## src/rtl/multi_monostable.sv

```systemverilog
// N-channel clock-synchronous one-shot with 74121-style A_n/B trigger gating.
// Each channel runs a pulse-width counter; retrigger behaviour is chosen per channel.
module multi_monostable #(
  parameter int unsigned         CHANNELS    = 4,
  parameter int unsigned         CNT_W       = 16,
  parameter int unsigned         SYNC_STAGES = 2,
  parameter logic [CHANNELS-1:0] RETRIG_MASK = '0
) (
  input  logic                      clk,
  input  logic                      rst_n,
  input  logic [CHANNELS-1:0]       a_n,
  input  logic [CHANNELS-1:0]       b,
  input  logic [CHANNELS-1:0]       clr_n,
  input  logic [CHANNELS*CNT_W-1:0] width,
  output logic [CHANNELS-1:0]       q,
  output logic [CHANNELS-1:0]       q_n,
  output logic [CHANNELS-1:0]       ovr
);

  localparam logic [0:0] ST_IDLE   = 1'b0;
  localparam logic [0:0] ST_ACTIVE = 1'b1;

  logic [SYNC_STAGES-1:0][CHANNELS-1:0] a_sync_q, a_sync_d;
  logic [SYNC_STAGES-1:0][CHANNELS-1:0] b_sync_q, b_sync_d;
  logic [CHANNELS-1:0]                  a_p_q, a_p_d, b_p_q, b_p_d;
  logic [CHANNELS-1:0]                  a_s_c, b_s_c, trig_c;
  logic [CHANNELS-1:0]                  st_q, st_d;
  logic [CHANNELS-1:0]                  q_n_q, q_n_d;
  logic [CHANNELS-1:0]                  ovr_q, ovr_d;
  logic [CHANNELS-1:0][CNT_W-1:0]       cnt_q, cnt_d;
  logic [CHANNELS-1:0][CNT_W-1:0]       w_c;

  assign w_c = width;

  // Synchroniser chains plus one extra stage for edge detection.
  always_comb begin
    a_sync_d    = a_sync_q;
    b_sync_d    = b_sync_q;
    a_sync_d[0] = a_n;
    b_sync_d[0] = b;
    for (int i = 1; i < int'(SYNC_STAGES); i++) begin
      a_sync_d[i] = a_sync_q[i-1];
      b_sync_d[i] = b_sync_q[i-1];
    end
    a_s_c  = a_sync_q[SYNC_STAGES-1];
    b_s_c  = b_sync_q[SYNC_STAGES-1];
    a_p_d  = a_s_c;
    b_p_d  = b_s_c;
    trig_c = (a_p_q & ~a_s_c & b_s_c) | (~b_p_q & b_s_c & ~a_s_c);
  end

  // Per-channel next state: clear beats trigger beats countdown.
  always_comb begin
    st_d  = st_q;
    cnt_d = cnt_q;
    ovr_d = ovr_q;
    for (int ch = 0; ch < int'(CHANNELS); ch++) begin
      if (!clr_n[ch]) begin
        st_d[ch]  = ST_IDLE;
        cnt_d[ch] = '0;
        ovr_d[ch] = 1'b0;
      end else if (st_q[ch] == ST_IDLE) begin
        if (trig_c[ch] && (w_c[ch] != '0)) begin
          st_d[ch]  = ST_ACTIVE;
          cnt_d[ch] = w_c[ch] - CNT_W'(1);
        end
      end else if (trig_c[ch] && RETRIG_MASK[ch]) begin
        if (w_c[ch] != '0) begin
          cnt_d[ch] = w_c[ch] - CNT_W'(1);
        end else begin
          st_d[ch]  = ST_IDLE;
          cnt_d[ch] = '0;
        end
      end else begin
        // Non-retriggerable channels record the dropped trigger and keep counting.
        if (trig_c[ch]) begin
          ovr_d[ch] = 1'b1;
        end
        if (cnt_q[ch] == '0) begin
          st_d[ch] = ST_IDLE;
        end else begin
          cnt_d[ch] = cnt_q[ch] - CNT_W'(1);
        end
      end
    end
    q_n_d = ~st_d;
  end

  // Synchroniser presets to idle levels so reset release cannot look like an edge.
  always_ff @(posedge clk or negedge rst_n) begin
    if (!rst_n) begin
      a_sync_q <= '1;
      b_sync_q <= '0;
      a_p_q    <= '1;
      b_p_q    <= '0;
      st_q     <= '0;
      q_n_q    <= '1;
      ovr_q    <= '0;
      cnt_q    <= '0;
    end else begin
      a_sync_q <= a_sync_d;
      b_sync_q <= b_sync_d;
      a_p_q    <= a_p_d;
      b_p_q    <= b_p_d;
      st_q     <= st_d;
      q_n_q    <= q_n_d;
      ovr_q    <= ovr_d;
      cnt_q    <= cnt_d;
    end
  end

  assign q   = st_q;
  assign q_n = q_n_q;
  assign ovr = ovr_q;

endmodule
```

## config.mk

```make
export PLATFORM = sky130hd
export DESIGN_NAME = multi_monostable
export DESIGN_NICKNAME = d
export VERILOG_FILES = /design/src/rtl/multi_monostable.sv
export SDC_FILE = /design/constraint.sdc
export NUM_CORES = 1
export LEC_CHECK = 0
export BUFFER_PORTS_ARGS = -buffer_cell sky130_fd_sc_hd__buf_2
export CAP_MARGIN = 20
export CORE_MARGIN = 1.5
export CORE_UTILIZATION = 42
export DETAILED_ROUTE_END_ITERATION = 6
export HOLD_SLACK_MARGIN = 0.02
export SYNTH_ARGS = -nofsm -noshare
export SYNTH_HDL_FRONTEND = slang
export SYNTH_SLANG_ARGS = --single-unit
```

## constraint.sdc

```tcl
create_clock -name clk -period 2.8 [get_ports clk]
set_input_delay 0.28 -clock clk [delete_from_list [all_inputs] [get_ports clk]]
set_output_delay 0.28 -clock clk [all_outputs]
set_load 0.02 [all_outputs]
```

# After elaboration in Yosys (flattened, before gate mapping)
# Index checks and enable logic that the tools add are counted.
dict set report word_totals {
  output_inout_bits 12
  register_bits 100
  word_cells 112
  input_bits 78
}
dict set report op_classes {
  bitwise 8
  eq_ne 16
  n_addsub 8
  muxes 44
  reduce_logical 20
}
# operator count
set ops {}
lappend ops {{2-to-1 mux 16 bit} 16}
lappend ops {{subtractor 16 x 1 -> 16 bit, second input constant} 8}
lappend ops {{zero test 16 bit} 4}
lappend ops {{nonzero test 16 bit} 4}
lappend ops {{2-to-1 mux 1 bit} 28}
lappend ops {{AND 4 bit} 4}
lappend ops {{!= test 2 x 1 -> 1 bit, second input constant} 8}
lappend ops {{AND reduction 2 bit} 8}
lappend ops {{!= test 3 x 1 -> 1 bit, second input constant} 4}
lappend ops {{!= test 3 bit, second input constant} 4}
lappend ops {{NOT 4 bit} 3}
lappend ops {{logical AND 1 bit} 4}
lappend ops {{OR 4 bit} 1}

# Longest topological paths before layout
# Gate-level depths: netlist of run 1.
dict set report depth {
  word_depth 9
  depth_mapped 11
}

# Worst setup path before layout of run 1
# No wires, ideal clock.
dict set report synth_path {
  path_kind {flip-flop to flip-flop}
  start {register st_q[2], in the netlist q[2]}
  end {register cnt_q[42] (netlist bit)}
  path_stages_with_launch 12
  required_time_ns 2.668
  setup_slack_ns -0.392
  path_buffers 4
  arrival_ns 3.060
  path_cell_list {dfrtp_1 > clkbuf_1 > clkbuf_1 > clkbuf_1 > clkbuf_1 > mux2i_1 > ha_1 > o21ai_1 > or4_1 > nand2_1 > a21boi_0 > o211ai_1}
}
dict set report synth_between {
  elab_chain_len 2
}
# element line
set synth_lines {}
lappend synth_lines {{start, declared} 27} ;# logic [CHANNELS-1:0] st_q, st_d;
lappend synth_lines {{start signal, assigned} 105} ;# st_q <= st_d;
lappend synth_lines {{!= test 3 bit (no line), or another cell as far along} --}
lappend synth_lines {{AND reduction 2 bit (no line) or 2-to-1 mux 16 bit (tied branches)} --}
lappend synth_lines {{end signal, assigned} 108} ;# cnt_q <= cnt_d;
lappend synth_lines {{end, declared} 30} ;# logic [CHANNELS-1:0][CNT_W-1:0] cnt_q, cnt_d;
# Several ways; a longest one is shown, not always the timed one.
# A chain may end at the register's enable or synchronous reset.

# Worst setup path after layout of run 1
dict set report layout_path {
  start {register cnt_q[39] (netlist bit)}
  end {register cnt_q[43] (netlist bit)}
}
dict set report layout_between {
  elab_chain_len 4
}
# element line
set layout_lines {}
lappend layout_lines {{subtractor 16 x 1 -> 16 bit} 82} ;# cnt_d[ch] = cnt_q[ch] - CNT_W'(1);
lappend layout_lines {{2-to-1 mux 16 bit} 79} ;# if (cnt_q[ch] == '0) begin
lappend layout_lines {{2-to-1 mux 16 bit} 62} ;# end else if (st_q[ch] == ST_IDLE) begin
lappend layout_lines {{2-to-1 mux 16 bit} 58} ;# if (!clr_n[ch]) begin
# Several ways; a longest one is shown, not always the timed one. The select of a mux whose other input is x is not followed.

==> results of run 1 <==
## flip-flops by register name (all words and copies together), names as in the netlist
| signal | cells |
|---|---|
| b_p_d | 4 |
| a_sync_d | 4 |
| b_sync_d | 4 |
| q | 4 |
| a_p_q | 4 |
| ovr | 4 |
| cnt_q | 64 |
| b_p_q | 4 |
| a_p_d | 4 |
| q_n | 4 |
## cells in the mapped netlist (all sizes together), types with 21 or more instances
cell type  number  area (sq um)
dfrtp          84          2100
nand2          61           229
nor2           59           221
a21oi          56           280
o21ai          53           280
nor3           46           246
xnor2          32           288
nor4           31           215
mux2i          28           280
clkbuf         24          90.1
or4            21           169
## cell families after synthesis
group | after synthesis
simple gates | 324
compound gates | 196
flops | 100
xor+xnor | 47
buf+inv | 44
mux | 37
fa+ha+maj | 4
## path summary, 6_finish.rpt
path,from,end,slack (ns),cells past startpoint
min reg2reg,b_sync_d[6]$_DFF_PN0_,b_p_d[2]$_DFF_PN0_,0.35,0
max reg2reg,cnt_q[39]$_DFFE_PN0P_,cnt_q[43]$_DFFE_PN0P_,0.22,6
min in group asynchronous,rst_n,cnt_q[41]$_DFFE_PN0P_,0.46,2
max,cnt_q[39]$_DFFE_PN0P_,cnt_q[43]$_DFFE_PN0P_,0.22,6
min,b[0],b_sync_d[4]$_DFF_PN0_,0.04,1
max in group asynchronous,rst_n,a_p_q[0]$_DFF_PN1_,1.51,3
## power by group
part | total, mW | internal (mW) | switching, mW
clock | 1.34 | 0.738 | 0.603
combinational | 1.09 | 0.454 | 0.633
sequential | 1.69 | 1.56 | 0.128
total | 4.12 | 2.75 | 1.36
## stage by stage
step,instances,instance area (sq um)
after global placement,1060,7500
after floorplan,752,6630
after global routing,1084,7900
final,1084,7900
after detailed placement,1060,7500
after CTS,1084,7900
## routing by layer
layer	up-vias	global-route usage, %	share of wire (%)
met5	-	0	0
met4	0	9.39	2.6
met3	45	4.03	4.6
met2	202	39.2	48
met1	3121	31.0	45
li1	3058	-	-
## timing repair
action                    CTS  global route
hold endpoints to repair   41             0
setup buffers               0             0
hold buffers                8             0
## cell type report
| cell class | instances | area (sq um) |
|---|---|---|
| Inverter | 12 | 45.0 |
| Sequential cell | 100 | 2520 |
| Clock buffer | 10 | 239 |
| Clock inverter | 6 | 78.8 |
| Timing Repair Buffer | 137 | 828 |
| Multi-Input combinational cell | 608 | 3920 |
| Fill cell | 1448 | 7420 |
| Tap cell | 211 | 264 |
## worst max-delay path, stage by stage (launching register included)
cell and delay (ns):
dfrtp_1 0.42, or4_1 0.57, or4_1 0.54, a211oi_2 0.29, mux2_2 0.37, a222oi_1 0.22, nor2_1 0.06
==> run_results.csv, run 1 <==
group,metric,value,unit
synth,synth_compound_area_share,19.2,%
timing,finalHoldWorstSlack,0.0362,ns
synth,synth_edf_count,0,
die,die_h,129,um
synth,synth_cell_type_count,75,
cts,cts_buffer_depth,2,
cells_and_area,drive_gt1_share,22.3,%
cells_and_area,nets,950,
timing,setup-violations-final,0,
global_route,grt_max_degree,42,
synth,synthXorXnorAreaFrac,6.33,%
drt,wirelength,18.8,mm
die,core_region_area,15300,sq um
global_route,overflow,0,
cts,clkTransAtPathRegs,0.07,ns
synth,yosys_most_used_dff,"dfrtp_1",
die,pin_count,90,
power_and_ir_drop,finalPower,4.12,mW
timing,hold_viol,0,
synth,synth_mux_area_share,5.77,%
synth,synthArstFlopShare,100,%
drt,drc,0,
placed_design,place_ws,0.212,ns
timing,fmax,388,MHz
placed_design,gp_congestion,0.915,
die,dieArea,16500,sq um
global_route,antenna_found_initial,0,
die,num_rows,45,
critical_path,worstSetupPathType,"reg -> reg",
drt,drt_iter0_markers,555,
timing,tns,0,ns
power_and_ir_drop,p_per_area,521,nW/um^2
worst_hold_path,hold_class,"in -> reg",
timing,drv_slew,0,
timing,max_slew.worst_pin.slew,0.878,ns
drt,vias_per_cell,5.93,
die,die_w,129,um
drt,wl_per_cell,17.4,um
power_and_ir_drop,peakVddDrop,0.433,mV
synth,yosys.area_share.adder,0.756,%
synth,synth_top_family_by_area,"simple AND/OR/NAND/NOR gates",
synth,yosys.area_share.simple,27.0,%
global_route,grt.total_usage,23.7,%
synth,syn_nets,834,
cts,cts_max_level,3,
cts,numCtsBuffers,9,
cells_and_area,antenna_cells,0,
synth,postSynthAreaPerCell,8.80,sq um
drt,num_vias,6426,
global_route,grt_first_pass_wirelength,31.2,mm
critical_path,end_kind,"register",
critical_path,crit_path_start_kind,"register",
cells_and_area,final_common_cell,"buf_2",
timing,fin_worst_skew,0.00830,ns
synth,synthCells,752,
cts,cts_resized,0,
timing,setup_slack,0.220,ns
synth,yosysWarnings,0,
synth,synth_seq_area_share,38.1,%
cts,cts-root-buf,"clkbuf_16",
cts,cts_tree,"built",
cells_and_area,final_cell_mix,"88 x buf_2, 83 x dfrtp_1, 61 x nand2_1",
drt,first_pass_iters,5,
timing,period_share,92.1,%
critical_path,crit_path_max_fanout,4,
cells_and_area,finish.utilization,51.6,%
timing,slew_headroom,41.1,%
drt,antenna_left,0,
placed_design,dp_hpwl,13.7,mm
outcome,outcome,"complete, no violations",
synth,ys_seq_elements,100,
cts,cts.sinks,100,
synth,syn-cell-area,6620,sq um
cells_and_area,syn_to_final_growth,19.3,%
flow_run,max_cap_violations,0,
critical_path,cp_data_arrival_time,2.81,ns
die,start_util,43.2,%
global_route,grt_pass1_vias,6236,
power_and_ir_drop,p_leak,3.22,nW
critical_path,required,3.03,ns
cts,clk_latency,0.35,ns
timing,period_needed,2.58,ns
placed_design,portBuffers,89,
timing,rsz0062_at_grt,"false",
No activity file was read; power rests on OpenSTA's default activity.
==> inputs of run 2 (changes only) <==
--- a/config.mk
+++ b/config.mk
@@ -8,9 +8,11 @@
 export BUFFER_PORTS_ARGS = -buffer_cell sky130_fd_sc_hd__buf_2
 export CAP_MARGIN = 20
 export CORE_MARGIN = 1.5
-export CORE_UTILIZATION = 42
+export CORE_UTILIZATION = 53
 export DETAILED_ROUTE_END_ITERATION = 6
 export HOLD_SLACK_MARGIN = 0.02
+export PLACE_DENSITY_LB_ADDON = 0.05
+export SKIP_LAST_GASP = 1
 export SYNTH_ARGS = -nofsm -noshare
 export SYNTH_HDL_FRONTEND = slang
 export SYNTH_SLANG_ARGS = --single-unit
==> run 2 against run 1 <==
Effect of this change: register-to-register slack about the same; routed wire length down 4.7%; final cell count down 4.8%; sequential share of layout area up 0.46 points; highest routed layer unchanged; largest cell class unchanged; via count down 0.39%; critical endpoint unchanged; clock skew up 0.0055 ns; clock power about the same; die area down 20%; utilization up 13 points; clock-buffer cell count unchanged; sequential power about the same; the flow now finishes with violations (DRC); sequential cell count unchanged.
==> run_results.csv, run 2 (synthesis results as in run 1) <==
group,metric,value,unit
cells_and_area,largest_register_ffs,64,
placed_design,portBuffers,89,
timing,drv_slew,0,
die,dieArea,13200,sq um
drt,drc,6,
timing,fin_worst_skew,0.0138,ns
placed_design,dpl.cell_count,1010,
cts,cts_tree,"built",
cells_and_area,finish.utilization,64.3,%
cells_and_area,antenna_cells,0,
critical_path,crit_path_max_incr_delay,0.55,ns
die,pin_count,90,
cts,clkTransAtPathRegs,0.08,ns
cells_and_area,final_cell_mix,"88 x buf_2, 83 x dfrtp_1, 61 x nand2_1",
drt,drt_iter0_markers,455,
global_route,antenna_found_initial,0,
critical_path,worstSetupPathType,"reg -> reg",
global_route,grt_pass1_vias,6110,
drt,wl_per_cell,17.4,um
drt,vias_per_cell,6.20,
die,num_rows,40,
die,start_util,54.6,%
power_and_ir_drop,peakVddDrop,0.395,mV
critical_path,cpMostUsedCell,"or4_1",
outcome,outcome,"finished, violations left",
power_and_ir_drop,p_leak,3.18,nW
cells_and_area,final_area,7780,sq um
placed_design,placed_cell_area,7400,sq um
cells_and_area,syn_to_final_growth,17.6,%
cts,cts_buffer_depth,2,
timing,max_slew.worst_pin.slew,0.795,ns
critical_path,slowest_stage,"or4_1",
critical_path,end_kind,"register",
timing,rsz0062_at_grt,"false",
global_route,grt_max_degree,56,
timing,hold_viol,0,
global_route,grt.total_usage,28.3,%
worst_hold_path,hold_depth,1,
flow_run,max_cap_violations,0,
cts,postCtsSetupBuffers,0,
critical_path,ff2ff_path_depth,6,
timing,slew_headroom,47.0,%
cts,cts.sinks,100,
cells_and_area,drive_gt1_share,21.8,%
cts,cts_resized,0,
timing,period_share,91.6,%
timing,fmax,390,MHz
cts,clk_latency,0.36,ns
timing,setup-violations-final,0,
drt,first_pass_iters,7,
drt,wirelength,18.0,mm
die,die_w,115,um
critical_path,cp_data_arrival_time,2.80,ns
critical_path,required,3.03,ns
drt,num_vias,6401,
drt,antenna_left,0,
critical_path,crit_buf_inv,0,
global_route,overflow,0,
cells_and_area,final_common_cell,"buf_2",
cells_and_area,nets,941,
critical_path,critical_path_depth,6,
die,core_region_area,12100,sq um
power_and_ir_drop,finalPower,4.09,mW
power_and_ir_drop,p_per_area,525,nW/um^2
cts,cts-root-buf,"clkbuf_16",
critical_path,path_delay_family,"simple AND/OR/NAND/NOR gates",
global_route,grt_first_pass_wirelength,29.7,mm
critical_path,crit_path_max_fanout,4,
placed_design,gp_congestion,0.892,
die,die_h,115,um
critical_path,crit_path_start_kind,"register",
timing,finalHoldWorstSlack,0.0330,ns
timing,period_needed,2.57,ns
cts,cts_max_level,3,
cells_and_area,final_cells,1032,
worst_hold_path,hold_class,"in -> reg",
outcome,violations,"DRC",
placed_design,dp_hpwl,13.0,mm
cells_and_area,largest-register,"cnt_q",
critical_path,path_cells,"or4_1 -> or4_1 -> a211oi_2 -> mux2_2 -> a222oi_1 -> nor2_1",
cts,numCtsBuffers,9,
cts,cts_hold_buffers,5,
run 2: changes by cell type in the layout (fill, tap and decap cells not counted), sizes merged:
cell,delta
dlygate4sd3,-2
clkinv,+1
buf,-7
inv,-1
run 2: per-stage QoR:
stage | setup WS, ns | TNS [ns]
after detailed placement | 0.260 | 0
final | 0.235 | 0
after CTS | 0.242 | 0
after global routing | 0.0462 | 0
after global placement | 0.293 | 0
after floorplan | -0.0561 | -0.0561
run 2: final cells by class:
class	instances	area, sq um
clock buffer	10	239
clock inverter	6	81.3
fill	1084	4330
inverter	12	45.0
multi-input combinational	608	3920
sequential	100	2520
tap	168	210
timing repair buffer	128	768
run 2: worst paths after layout:
kind / start / endpoint / slack (ns)
min in group asynchronous: rst_n / cnt_q[46]$_DFFE_PN0P_ / 0.53
max: cnt_q[39]$_DFFE_PN0P_ / cnt_q[43]$_DFFE_PN0P_ / 0.23
min: b[1] / b_sync_d[5]$_DFF_PN0_ / 0.03
min reg2reg: b_sync_d[6]$_DFF_PN0_ / b_p_d[2]$_DFF_PN0_ / 0.35
max reg2reg: cnt_q[39]$_DFFE_PN0P_ / cnt_q[43]$_DFFE_PN0P_ / 0.23
max in group asynchronous: rst_n / q_n[1]$_DFF_PN1_ / 1.49
run 2: per-layer routing:
layer | track usage [%] | up-vias | share of wire [%]
li1 | - | 3027 | -
met1 | 39.2 | 3112 | 45
met2 | 45.7 | 232 | 48
met3 | 4.38 | 30 | 5.8
met4 | 10.1 | 0 | 1.9
met5 | 0 | - | 0
run 2: worst reg2reg max path, cell delays in order (launching register included):
cell	delay (ns)
dfrtp_1	0.41
or4_1	0.55
or4_1	0.53
a211oi_2	0.29
mux2_2	0.37
a222oi_1	0.21
nor2_1	0.06
run 2: report_power, final:
group	total (mW)	internal, mW	leakage (nW)	switching (mW)
sequential	1.70	1.56	1.28	0.135
combinational	1.06	0.445	1.74	0.616
clock	1.33	0.735	0.156	0.594
==> inputs of run 3 (changes only) <==
==> constraint.sdc (replaced) <==
create_clock -name clk -period 2.8 [get_ports clk]
set_input_delay 0.28 -clock clk [delete_from_list [all_inputs] [get_ports clk]]
set_output_delay 0.28 -clock clk [all_outputs]
set_load 0.05 [all_outputs]
==> run 3 against run 2 <==
Effect of this change: the run now ends clean; power fell by 1.5%; combinational power about the same; utilization about the same; worst hold slack gained 0.0039 ns; worst setup slack got worse by 0.0085 ns; critical path type unchanged; largest cell class unchanged; largest power group unchanged.
==> run_results.csv, run 3 (synthesis results as in run 1) <==
group,metric,value,unit
placed_design,placed_cell_area,7410,sq um
cts,cts-root-buf,"clkbuf_16",
cts,postCtsSetupBuffers,0,
cts,cts_buffer_depth,2,
global_route,grt_first_pass_wirelength,29.2,mm
outcome,outcome,"complete, no violations",
flow_run,max_cap_violations,0,
critical_path,ff2ff_path_depth,6,
critical_path,worstSetupPathType,"reg -> reg",
timing,hold_viol,0,
timing,slew_headroom,47.9,%
drt,antenna_left,0,
critical_path,crit_path_max_fanout,6,
critical_path,r2r_end,"cnt_q[45]$_DFFE_PN0P_",
drt,wl_per_cell,17.0,um
cts,numCtsBuffers,9,
cts,clkTransAtPathRegs,0.07,ns
timing,fin_worst_skew,0.00809,ns
placed_design,dp_hpwl,12.7,mm
worst_hold_path,hold_class,"in -> reg",
drt,num_vias,6292,
die,dieArea,13200,sq um
cells_and_area,finish.utilization,64.2,%
die,core_region_area,12100,sq um
cells_and_area,largest_register_ffs,64,
power_and_ir_drop,peakVddDrop,0.296,mV
placed_design,portBuffers,89,
worst_hold_path,hold_end,"a_sync_d[7]$_DFF_PN1_",
timing,rsz0062_at_grt,"false",
cells_and_area,nets,942,
global_route,overflow,0,
timing,period_share,91.9,%
critical_path,cp_data_arrival_time,2.85,ns
cells_and_area,antenna_cells,0,
timing,setup-violations-final,0,
die,num_rows,40,
drt,wirelength,17.5,mm
cells_and_area,final_common_cell,"buf_2",
critical_path,end_kind,"register",
critical_path,r2r-start,"cnt_q[39]$_DFFE_PN0P_",
power_and_ir_drop,p_leak,3.16,nW
die,pin_count,90,
power_and_ir_drop,p_per_area,518,nW/um^2
worst_hold_path,hold_depth,1,
drt,drt_iter0_markers,518,
cts,cts_tree,"built",
cells_and_area,largest-register,"cnt_q",
global_route,grt_pass1_vias,6143,
drt,first_pass_iters,6,
cells_and_area,final_area,7780,sq um
cts,cts.sinks,100,
timing,fmax,389,MHz
placed_design,gp_congestion,0.898,
critical_path,required,3.07,ns
cells_and_area,drive_gt1_share,22.2,%
drt,vias_per_cell,6.09,
cts,cts_max_level,3,
timing,drv_slew,0,
die,die_w,115,um
global_route,grt_max_degree,60,
timing,finalHoldWorstSlack,0.0369,ns
timing,max_slew.worst_pin.slew,0.777,ns
cells_and_area,final_cell_mix,"88 x buf_2, 80 x dfrtp_1, 61 x nand2_1",
die,start_util,54.6,%
worst_hold_path,hp-start,"a_n[3]",
cells_and_area,syn_to_final_growth,17.5,%
global_route,antenna_found_initial,0,
cts,clk_latency,0.36,ns
timing,period_needed,2.57,ns
critical_path,crit_path_start_kind,"register",
drt,drc,0,
global_route,grt.total_usage,27.6,%
critical_path,rrSetupSlack,0.23,ns
die,die_h,115,um
-- run 3: cell types whose count changed in the layout (fill, tap and decap cells not counted) --
| cell | previous run | this run |
|---|---|---|
| dlygate4sd3_1 | 6 | 7 |
| clkinvlp_4 | 0 | 2 |
| nor3_2 | 2 | 3 |
| dfrtp_2 | 1 | 4 |
| bufinv_16 | 1 | 0 |
| dfrtp_1 | 83 | 80 |
| clkinv_4 | 2 | 1 |
| nor3_1 | 43 | 42 |
-- run 3: worst max-delay path by stage --
stage                                      from               endpoint  slack, ns  cells after the start
after floorplan                  q[2]$_DFF_PN0_  cnt_q[42]$_DFFE_PN0P_      -0.04                     11
after global placement    cnt_q[39]$_DFFE_PN0P_  cnt_q[43]$_DFFE_PN0P_       0.30                      6
after detailed placement  cnt_q[39]$_DFFE_PN0P_  cnt_q[45]$_DFFE_PN0P_       0.27                      6
after CTS                 cnt_q[39]$_DFFE_PN0P_  cnt_q[45]$_DFFE_PN0P_       0.27                      6
after global routing             q[0]$_DFF_PN0_  cnt_q[12]$_DFFE_PN0P_       0.02                      6
final                     cnt_q[39]$_DFFE_PN0P_  cnt_q[45]$_DFFE_PN0P_       0.23                      6
-- run 3: cell type report --
class | count | area, sq um
clock buffer | 10 | 239
clock inverter | 6 | 57.6
fill | 1070 | 4330
inverter | 12 | 45.0
multi-input combinational | 608 | 3920
sequential | 100 | 2530
tap | 168 | 210
timing repair buffer | 129 | 778
-- run 3: power by group --
group	internal [mW]	leakage [nW]	switching [mW]
clock network	0.643	0.138	0.607
registers	1.56	1.28	0.142
logic	0.445	1.75	0.627
-- run 3: routing by layer --
layer  routed length (um)  track usage (%)
met5                    0                0
met4                  272             8.81
met3                  857             4.53
met2                 8590             47.4
met1                 7800             36.0
-- run 3: per-stage QoR --
stage / total power, mW / setup slack [ns] / std cells / setup TNS [ns]
after detailed placement: 2.78 / 0.270 / 1010 / 0
after global placement: 2.75 / 0.305 / 1010 / 0
after global routing: 4.23 / 0.0201 / 1033 / 0
after CTS: 4.05 / 0.272 / 1033 / 0
after floorplan: 2.39 / -0.0388 / 752 / -0.0388
final: 4.03 / 0.226 / 1033 / 0
-- run 3: timing repair --
action,4_1_cts,5_1_grt
endpoints found under the hold margin,33,0
hold buffers,7,0
resized for setup,0,1
endpoints found under the setup margin,0,1
-- run 3: critical path, stage by stage, from the launching register on --
cell      delay, ns
dfrtp_1        0.41
or4_1          0.54
buf_4          0.18
nor4_1         0.40
o221ai_1       0.27
or4b_1         0.50
a31oi_1        0.19
